<file path="src/rtl/sram_master_if.sv">
// AXI4 master-side bus bundle for sram_master: read address/data, write
// address/data/response channels. Signal names carry the bus-facing
// direction as seen from the master.
interface sram_master_if;
    // read address channel
    logic [3:0]  o_arid;
    logic [7:0]  o_araddr;
    logic [7:0]  o_arlen;
    logic [2:0]  o_arsize;
    logic [1:0]  o_arburst;
    logic        o_arvalid;
    logic        i_arready;
    // read data channel
    logic [63:0] i_rdata;
    logic [1:0]  i_rresp;
    logic        i_rlast;
    logic        i_rvalid;
    logic        o_rready;
    // write address channel
    logic [3:0]  o_awid;
    logic [7:0]  o_awaddr;
    logic [7:0]  o_awlen;
    logic [2:0]  o_awsize;
    logic [1:0]  o_awburst;
    logic        o_awvalid;
    logic        i_awready;
    // write data channel
    logic [63:0] o_wdata;
    logic [7:0]  o_wstrb;
    logic        o_wlast;
    logic        o_wvalid;
    logic        i_wready;
    // write response channel
    logic [1:0]  i_bresp;
    logic        i_bvalid;
    logic        o_bready;

    modport master (
        output o_arid, o_araddr, o_arlen, o_arsize, o_arburst, o_arvalid,
        input  i_arready,
        input  i_rdata, i_rresp, i_rlast, i_rvalid,
        output o_rready,
        output o_awid, o_awaddr, o_awlen, o_awsize, o_awburst, o_awvalid,
        input  i_awready,
        output o_wdata, o_wstrb, o_wlast, o_wvalid,
        input  i_wready,
        input  i_bresp, i_bvalid,
        output o_bready
    );

    modport slave (
        input  o_arid, o_araddr, o_arlen, o_arsize, o_arburst, o_arvalid,
        output i_arready,
        output i_rdata, i_rresp, i_rlast, i_rvalid,
        input  o_rready,
        input  o_awid, o_awaddr, o_awlen, o_awsize, o_awburst, o_awvalid,
        output i_awready,
        input  o_wdata, o_wstrb, o_wlast, o_wvalid,
        output i_wready,
        output i_bresp, i_bvalid,
        input  o_bready
    );
endinterface

</file>
<file path="src/rtl/sram_master.sv">
// sram_master: turns one command (addr, len, direction) into a single AXI4
// INCR burst of 64-bit beats. Read data and write data are streamed straight
// through between the client stream ports and the AXI channels; a completion
// pulse with an error flag closes every transfer.
module sram_master #(
    parameter logic [3:0] ID = 4'd0
) (
    input  logic        i_aclk,
    input  logic        i_areset,
    // command
    input  logic        i_cmd_valid,
    input  logic        i_cmd_write,
    input  logic [7:0]  i_cmd_addr,
    input  logic [7:0]  i_cmd_len,
    output logic        o_cmd_ready,
    // write stream
    input  logic [63:0] i_wr_data,
    input  logic        i_wr_valid,
    output logic        o_wr_ready,
    // read stream
    output logic [63:0] o_rd_data,
    output logic        o_rd_valid,
    output logic        o_rd_last,
    input  logic        i_rd_ready,
    // status
    output logic        o_done,
    output logic        o_err,
    // AXI4 bus
    sram_master_if.master axi
);

    typedef enum logic [2:0] {
        IDLE    = 3'd0,
        RD_ADDR = 3'd1,
        RD_DATA = 3'd2,
        WR_ADDR = 3'd3,
        WR_DATA = 3'd4,
        WR_RESP = 3'd5,
        DONE    = 3'd6
    } state_t;

    state_t     state, state_nxt;
    logic [7:0] addr;
    logic [7:0] len;
    logic [7:0] cnt;
    logic       err;

    logic cmd_fire, r_fire, w_fire, b_fire, last_beat;

    // Ready is held off while reset is asserted so nothing is accepted then.
    assign o_cmd_ready = (state == IDLE) && !i_areset;
    assign cmd_fire    = i_cmd_valid && o_cmd_ready;
    assign last_beat   = (cnt == len);
    assign r_fire      = (state == RD_DATA) && axi.i_rvalid && i_rd_ready;
    assign w_fire      = (state == WR_DATA) && i_wr_valid && axi.i_wready;
    assign b_fire      = (state == WR_RESP) && axi.i_bvalid;

    // Address channels: fixed INCR bursts of 8-byte beats from the latched command.
    assign axi.o_arid    = ID;
    assign axi.o_araddr  = addr;
    assign axi.o_arlen   = len;
    assign axi.o_arsize  = 3'b011;
    assign axi.o_arburst = 2'b01;
    assign axi.o_arvalid = (state == RD_ADDR);

    assign axi.o_awid    = ID;
    assign axi.o_awaddr  = addr;
    assign axi.o_awlen   = len;
    assign axi.o_awsize  = 3'b011;
    assign axi.o_awburst = 2'b01;
    assign axi.o_awvalid = (state == WR_ADDR);

    // Read data passes straight through while the burst is live, quiet otherwise.
    assign axi.o_rready = (state == RD_DATA) && i_rd_ready;
    assign o_rd_valid   = (state == RD_DATA) && axi.i_rvalid;
    assign o_rd_data    = (state == RD_DATA) ? axi.i_rdata : 64'd0;
    assign o_rd_last    = (state == RD_DATA) && axi.i_rlast;

    // Write data passes straight through; wlast comes from our own beat count.
    assign axi.o_wvalid = (state == WR_DATA) && i_wr_valid;
    assign o_wr_ready   = (state == WR_DATA) && axi.i_wready;
    assign axi.o_wdata  = (state == WR_DATA) ? i_wr_data : 64'd0;
    assign axi.o_wstrb  = (state == WR_DATA) ? 8'hFF : 8'h00;
    assign axi.o_wlast  = (state == WR_DATA) && last_beat;

    assign axi.o_bready = (state == WR_RESP);

    assign o_done = (state == DONE);
    assign o_err  = (state == DONE) && err;

    // Next-state decode; termination keys off the counter, never off rlast.
    always_comb begin
        state_nxt = state;
        case (state)
            IDLE:    if (cmd_fire) state_nxt = i_cmd_write ? WR_ADDR : RD_ADDR;
            RD_ADDR: if (axi.i_arready) state_nxt = RD_DATA;
            RD_DATA: if (r_fire && last_beat) state_nxt = DONE;
            WR_ADDR: if (axi.i_awready) state_nxt = WR_DATA;
            WR_DATA: if (w_fire && last_beat) state_nxt = WR_RESP;
            WR_RESP: if (b_fire) state_nxt = DONE;
            DONE:    state_nxt = IDLE;
            default: state_nxt = IDLE;
        endcase
    end

    // State, command latch, beat counter and sticky error flag.
    always_ff @(posedge i_aclk) begin
        if (i_areset) begin
            state <= IDLE;
            addr  <= 8'd0;
            len   <= 8'd0;
            cnt   <= 8'd0;
            err   <= 1'b0;
        end else begin
            state <= state_nxt;
            if (cmd_fire) begin
                addr <= i_cmd_addr;
                len  <= i_cmd_len;
                cnt  <= 8'd0;
                err  <= 1'b0;
            end
            if (r_fire) begin
                cnt <= cnt + 8'd1;
                if (axi.i_rresp != 2'b00 || axi.i_rlast != last_beat)
                    err <= 1'b1;
            end
            if (w_fire)
                cnt <= cnt + 8'd1;
            if (b_fire && axi.i_bresp != 2'b00)
                err <= 1'b1;
        end
    end

endmodule
</file>
<file path="src/flat_wrapper.sv">
// flat-port wrapper written by rule: the top's interface ports become plain ports
module sram_master_flat 
#(
    parameter logic [3:0] ID = 4'd0
)
  (i_aclk, i_areset, i_cmd_valid, i_cmd_write, i_cmd_addr, i_cmd_len, o_cmd_ready, i_wr_data, i_wr_valid, o_wr_ready, o_rd_data, o_rd_valid, o_rd_last, i_rd_ready, o_done, o_err, axi_o_arid, axi_o_araddr, axi_o_arlen, axi_o_arsize, axi_o_arburst, axi_o_arvalid, axi_i_arready, axi_i_rdata, axi_i_rresp, axi_i_rlast, axi_i_rvalid, axi_o_rready, axi_o_awid, axi_o_awaddr, axi_o_awlen, axi_o_awsize, axi_o_awburst, axi_o_awvalid, axi_i_awready, axi_o_wdata, axi_o_wstrb, axi_o_wlast, axi_o_wvalid, axi_i_wready, axi_i_bresp, axi_i_bvalid, axi_o_bready);
  sram_master_if axi_i ();
  input  logic i_aclk;
  input  logic i_areset;
  input  logic i_cmd_valid;
  input  logic i_cmd_write;
  input  logic [7:0] i_cmd_addr;
  input  logic [7:0] i_cmd_len;
  output logic o_cmd_ready;
  input  logic [63:0] i_wr_data;
  input  logic i_wr_valid;
  output logic o_wr_ready;
  output logic [63:0] o_rd_data;
  output logic o_rd_valid;
  output logic o_rd_last;
  input  logic i_rd_ready;
  output logic o_done;
  output logic o_err;
  output wire logic [$bits(axi_i.o_arid)-1:0] axi_o_arid;
  output wire logic [$bits(axi_i.o_araddr)-1:0] axi_o_araddr;
  output wire logic [$bits(axi_i.o_arlen)-1:0] axi_o_arlen;
  output wire logic [$bits(axi_i.o_arsize)-1:0] axi_o_arsize;
  output wire logic [$bits(axi_i.o_arburst)-1:0] axi_o_arburst;
  output wire logic [$bits(axi_i.o_arvalid)-1:0] axi_o_arvalid;
  input wire logic [$bits(axi_i.i_arready)-1:0] axi_i_arready;
  input wire logic [$bits(axi_i.i_rdata)-1:0] axi_i_rdata;
  input wire logic [$bits(axi_i.i_rresp)-1:0] axi_i_rresp;
  input wire logic [$bits(axi_i.i_rlast)-1:0] axi_i_rlast;
  input wire logic [$bits(axi_i.i_rvalid)-1:0] axi_i_rvalid;
  output wire logic [$bits(axi_i.o_rready)-1:0] axi_o_rready;
  output wire logic [$bits(axi_i.o_awid)-1:0] axi_o_awid;
  output wire logic [$bits(axi_i.o_awaddr)-1:0] axi_o_awaddr;
  output wire logic [$bits(axi_i.o_awlen)-1:0] axi_o_awlen;
  output wire logic [$bits(axi_i.o_awsize)-1:0] axi_o_awsize;
  output wire logic [$bits(axi_i.o_awburst)-1:0] axi_o_awburst;
  output wire logic [$bits(axi_i.o_awvalid)-1:0] axi_o_awvalid;
  input wire logic [$bits(axi_i.i_awready)-1:0] axi_i_awready;
  output wire logic [$bits(axi_i.o_wdata)-1:0] axi_o_wdata;
  output wire logic [$bits(axi_i.o_wstrb)-1:0] axi_o_wstrb;
  output wire logic [$bits(axi_i.o_wlast)-1:0] axi_o_wlast;
  output wire logic [$bits(axi_i.o_wvalid)-1:0] axi_o_wvalid;
  input wire logic [$bits(axi_i.i_wready)-1:0] axi_i_wready;
  input wire logic [$bits(axi_i.i_bresp)-1:0] axi_i_bresp;
  input wire logic [$bits(axi_i.i_bvalid)-1:0] axi_i_bvalid;
  output wire logic [$bits(axi_i.o_bready)-1:0] axi_o_bready;
  assign axi_o_arid = axi_i.o_arid;
  assign axi_o_araddr = axi_i.o_araddr;
  assign axi_o_arlen = axi_i.o_arlen;
  assign axi_o_arsize = axi_i.o_arsize;
  assign axi_o_arburst = axi_i.o_arburst;
  assign axi_o_arvalid = axi_i.o_arvalid;
  assign axi_i.i_arready = axi_i_arready;
  assign axi_i.i_rdata = axi_i_rdata;
  assign axi_i.i_rresp = axi_i_rresp;
  assign axi_i.i_rlast = axi_i_rlast;
  assign axi_i.i_rvalid = axi_i_rvalid;
  assign axi_o_rready = axi_i.o_rready;
  assign axi_o_awid = axi_i.o_awid;
  assign axi_o_awaddr = axi_i.o_awaddr;
  assign axi_o_awlen = axi_i.o_awlen;
  assign axi_o_awsize = axi_i.o_awsize;
  assign axi_o_awburst = axi_i.o_awburst;
  assign axi_o_awvalid = axi_i.o_awvalid;
  assign axi_i.i_awready = axi_i_awready;
  assign axi_o_wdata = axi_i.o_wdata;
  assign axi_o_wstrb = axi_i.o_wstrb;
  assign axi_o_wlast = axi_i.o_wlast;
  assign axi_o_wvalid = axi_i.o_wvalid;
  assign axi_i.i_wready = axi_i_wready;
  assign axi_i.i_bresp = axi_i_bresp;
  assign axi_i.i_bvalid = axi_i_bvalid;
  assign axi_o_bready = axi_i.o_bready;
  sram_master #(.ID(ID)) u_core (.i_aclk(i_aclk), .i_areset(i_areset), .i_cmd_valid(i_cmd_valid), .i_cmd_write(i_cmd_write), .i_cmd_addr(i_cmd_addr), .i_cmd_len(i_cmd_len), .o_cmd_ready(o_cmd_ready), .i_wr_data(i_wr_data), .i_wr_valid(i_wr_valid), .o_wr_ready(o_wr_ready), .o_rd_data(o_rd_data), .o_rd_valid(o_rd_valid), .o_rd_last(o_rd_last), .i_rd_ready(i_rd_ready), .o_done(o_done), .o_err(o_err), .axi(axi_i));
endmodule
</file>
<file path="config.mk">
export PLATFORM = sky130hd
export DESIGN_NAME = sram_master_flat
export DESIGN_NICKNAME = d
export VERILOG_FILES = /design/src/rtl/sram_master_if.sv /design/src/rtl/sram_master.sv /design/src/flat_wrapper.sv
export SDC_FILE = /design/constraint.sdc
export NUM_CORES = 1
export LEC_CHECK = 0
export CORE_AREA = 2 2 140 142
export DETAILED_ROUTE_END_ITERATION = 12
export DIE_AREA = 0 0 142 144
export GPL_ROUTABILITY_DRIVEN = 0
export PLACE_DENSITY_LB_ADDON = 0.08
export SLEW_MARGIN = 20
export SYNTH_ARGS = -nofsm -noshare
export SYNTH_HDL_FRONTEND = slang
export SYNTH_SLANG_ARGS = --single-unit
</file>
<file path="constraint.sdc">
create_clock -name i_aclk -period 5.85 [get_ports i_aclk]
set_clock_uncertainty 0.2 [all_clocks]
set_input_delay 1.17 -clock i_aclk [delete_from_list [all_inputs] [get_ports i_aclk]]
set_output_delay 1.17 -clock i_aclk [all_outputs]
set_load 0.01 [all_outputs]
</file>
[Yosys cells after proc, flatten, opt, wreduce, memory -nomap -nowiden]
Index checks and enable logic that the tools add are counted.
Storage, ports and cells
  bits in registers: 28
  input bits: 160
Operators by class
  muxes and demuxes: 18
  reduce and logical (&&, ||, !) cells: 22
  add/subtract/negate cells: 1
  equality and inequality tests: 14
Operators with widths (number)
  two-way mux 64 bit: 2
  two-way mux 8 bit: 4
  two-way mux 3 bit: 6
  one-hot mux 3 bit (6 select lines): 1
  logical AND 1 bit: 15
  == test 3 bit, second input constant: 3
  adder 8 x 1 -> 8 bit, second input constant: 1
  == test 8 bit: 1
  inequality test 2 x 1 -> 1 bit, second input constant: 4
  == test 3 x 2 -> 1 bit, second input constant: 2
  AND reduction 6 bit: 1
  two-way mux 1 bit: 4
  inequality test 2 bit, second input constant: 2
  nonzero test 2 bit: 2
  == test 3 x 1 -> 1 bit, second input constant: 1
  zero test 3 bit: 1
  nonzero test 3 bit: 1
  two-way mux 2 bit: 1
  zero test 1 bit: 1
  logical OR 1 bit: 1
  inequality test 1 bit: 1

[Logic depth before layout (Yosys ltp)]
  word-level depth: 7
  gate-level depth with buffers: 6

[Worst setup path after synthesis]
No wires, ideal clock.
  path type: input to output
  start: in i_areset
  end: out o_cmd_ready
  required time: 4.480 ns
  arrival time: 1.632 ns
  cell stages on the path: 1
  path buffers: 0
  path slack: 2.848 ns
  cells stage by stage: nor4_1
Between the ends
  word-level cells in the longest chain between the ends: 2
RTL lines
  start, declared: line flat_wrapper.sv:9  | input logic i_areset;
  zero test 1 bit: line sram_master.sv:51  | assign o_cmd_ready = (state == IDLE) && !i_areset;
  logical AND 1 bit: line sram_master.sv:51
  end, declared: line flat_wrapper.sv:14  | output logic o_cmd_ready;
Every way passes these cells.

[Final worst setup path]
  start: reg u_core.state[2]
  end: out axi_o_wdata[21]
Between the ends
  word-level cells in the longest chain between the ends: 2
RTL lines
  start, declared: line sram_master.sv:42  | state_t state, state_nxt;
  start signal, assigned: line sram_master.sv:115  | state <= state_nxt;
  == test 3 bit: line sram_master.sv:82  | assign axi.o_wdata = (state == WR_DATA) ? i_wr_data : 64'd0;
  two-way mux 64 bit: line sram_master.sv:82
  end, declared: line flat_wrapper.sv:43  | output wire logic [$bits(axi_i.o_wdata)-1:0] axi_o_wdata;
Every way passes these cells.

==> summary.txt <==
Status: complete, no violations
DRC Markers: 0
Synthesized flop and latch total: 28
Critical path data arrival time: 3.17 ns
Pleak: 0.00235 uW
CTS buffer count: 3
Largest net degree at the start of global routing: 71
First-pass GRT wire length: 20600 um
Clock group share of total power: 15.4%
DR pass1 iterations: 4
Placed cell areas: 6000 um2
Post-Synth Adder-Cell Area: 0.478%
Routed vias/inst: 3.86
Commonest non-fill, non-tap cell in the layout: clkdlybuf4s50_1
Yosys warning count: 0
Mapped Avg Cell Area: 7.12 um2
Worst-case clock buffer depth: 2
Most frequent cells in the layout: clkdlybuf4s50_1 (339), and2_1 (137), nand2_1 (43)
Max Fclk: 0.220 GHz
Maximum vdd drop: 0.000162 V
Vias in the first global route: 3400
Port bufs: 339
CTS tree: done
Cell-internal power: 862 uW
Critical-path cell list: or3b_1 > inv_1 > buf_4 > and2_1 > clkdlybuf4s50_1
DR iter-0 viols: 159
CP max stage cell: dfxtp_1
CP Buf/Inv Count: 3
Sequential-to-total area share from yosys stat: 21.4%
Gates resized, CTS repair: 0
Die width: 142 um
CP peak stage delay: 0.64 ns
Crit-path max FO: 38
Reg clk slew, reported paths: 0.07 ns
Layout fillers: 2012
Post-CTS setup buffer count: 0
Critical path type: reg2out
XOR/XNOR share of the synthesized area: 3.34%
Row count: 51
CORE AREA: 19100 um2
Routed len/inst: 16.4 um
Library cells used by synthesis: 41
WL final: 14800 um
Area grow syn2layout: 133%
Synth Instances: 368
Die area: 20400 um2
Gr ovfl total: 0
Die Y: 144 um
Post-synthesis simple-gate area fraction: 52.4%
Sw Share: 36.2%
Netlist Area Pre-Place: 2620 um2
PwrDens: 221 nW/um2
Design Area, Final: 6110 um2
H-tree levels: 1
Switching pwr: 489 uW
Multiplexer area fraction after synthesis: 0%
Post-route clock period utilization: 77.6%
Clk_lat worst skew: 0.26 ns
Initial Util: 13.7%
Post-route ant nets: 0
Number of max-cap violations: 0
Boundary Pins: 358
Fin util: 32.0%
WP data required: 4.48 ns
Vias: 3488
Initial antenna violation count: 0
Final hold vios: 0
Flop pwr share: 20.3%
RSZ-0062 raised after global routing: false
# clock sinks: 28
Worst Setup End Kind: primary output
Synth Area in Compound Gates: 6.69%
Measured slew at the worst slew-check pin: 0.830 ns
Cells after DPL: 900
Combinational power share: 64.4%
Setup TNS: 0 ns
Shortest period the worst path allows: 4.54 ns
Worst relative slew slack: 44.6%
Final std cells w/o fill: 904
Nets: 828
Main combinational cell family by area after synthesis: simple AND/OR/NAND/NOR gates
Ratio of cells with drive above 1 in the final layout: 1.50%
Total track usage: 13.1%
Final setup violation count: 0
CTS hold repair buffers: 0
Critical path's top delay family: buffers and inverters
Hold Crit Class: reg2reg
Root Buffer: clkbuf_16
Max-slew violations: 0
Number of diodes: 0
Detailed-placement wirelength estimate: 12600 um
Crit path launch type: flip-flop
-- logic make-up (layout without fill, tap and decap cells) --
kind of cell	Yosys count	in the layout
flops	28	28
fa+ha+maj	1	1
simple gates	234	234
buf+inv	66	348
xor+xnor	10	10
compound gates	27	27
other cells	2	18
-- worst paths after layout --
check                                       startpoint                      to  slack (ns)  cells past startpoint
worst max-delay path                   u_core.state[2]         axi_o_wdata[21]        1.31                      5
worst min register to register  u_core.axi.o_araddr[0]  u_core.axi.o_araddr[0]        0.30                      2
worst max register to register         u_core.state[0]              u_core.err        3.25                      5
worst min-delay path            u_core.axi.o_araddr[0]  u_core.axi.o_araddr[0]        0.30                      2
-- synth_stat cells (all sizes together) --
library cell	number	area, um2
o31ai	2	15.0
or4	1	7.51
conb	2	7.51
clkbuf	21	78.8
and4bb	1	12.5
o21ai	5	25.0
buf	43	317
nand2	43	161
a31oi	1	6.26
ha	1	12.5
or3b	2	17.5
dfxtp	28	561
nand2b	1	6.26
nor4	3	18.8
nor4bb	1	10.0
o22a	1	10.0
o41ai	1	8.76
a221oi	1	8.76
nor3b	3	27.5
nand3	4	20.0
and2	137	857
o311ai	1	8.76
nor2b	1	6.26
o22ai	1	6.26
o21a	1	7.51
a211oi	1	7.51
inv	2	7.51
nor3	2	10.0
nand3b	18	135
a22oi	2	15.0
nand4	2	12.5
a21oi	9	45.0
a2111o	1	11.3
nor2	10	37.5
nor4b	1	8.76
and3	2	12.5
xor2	10	87.6
or3	2	12.5
-- power by group through the flow --
stage | clock network (uW) | registers, uW | logic [uW]
2_1_floorplan | 0 | 264 | 398
5_1_grt | 225 | 283 | 942
4_1_cts | 215 | 275 | 887
3_3_place_gp | 0 | 275 | 887
3_5_place_dp | 0 | 279 | 881
6_report | 207 | 274 | 869
-- sequential cells by signal, indices dropped and copies added (netlist names) --
| name | count |
|---|---|
| u_core.axi.o_araddr | 8 |
| u_core.axi.o_arlen | 8 |
| u_core.cnt | 8 |
| u_core.err | 1 |
| u_core.state | 3 |
-- routing by layer --
layer  wire [um]  global-route usage (%)
met2        8090                    25.8
met3        1200                    3.64
met1        5460                    14.4
met4          51                    1.21
met5           0                       0
-- worst register-to-register path, delay by kind of cell (launching register included) --
family,cells,cell delay (ns)
compound gates,2,0.49
flops,1,0.45
simple gates,3,1.33
-- layout make-up --
class	count	area, um2	share of cell area (%)
multi-input cells	290	1720	28.2
clock inverters	1	30.0	0.492
flip-flops and latches	28	561	9.17
inverters	2	7.51	0.123
repair buffers	342	3420	55.9
clock buffers	3	75.1	1.23
well taps	238	298	4.87
-- metrics by stage --
step / total power [uW] / worst slack [ns] / hold WS, ns
floorplan: 662 / 2.85 / 0.281
global route: 1450 / 1.09 / 0.322
CTS: 1380 / 1.29 / 0.305
global placement: 1160 / 1.67 / 0.273
detailed placement: 1160 / 1.59 / 0.294
finish: 1350 / 1.31 / 0.295
Note: power is estimated with default switching activity, not from simulation.
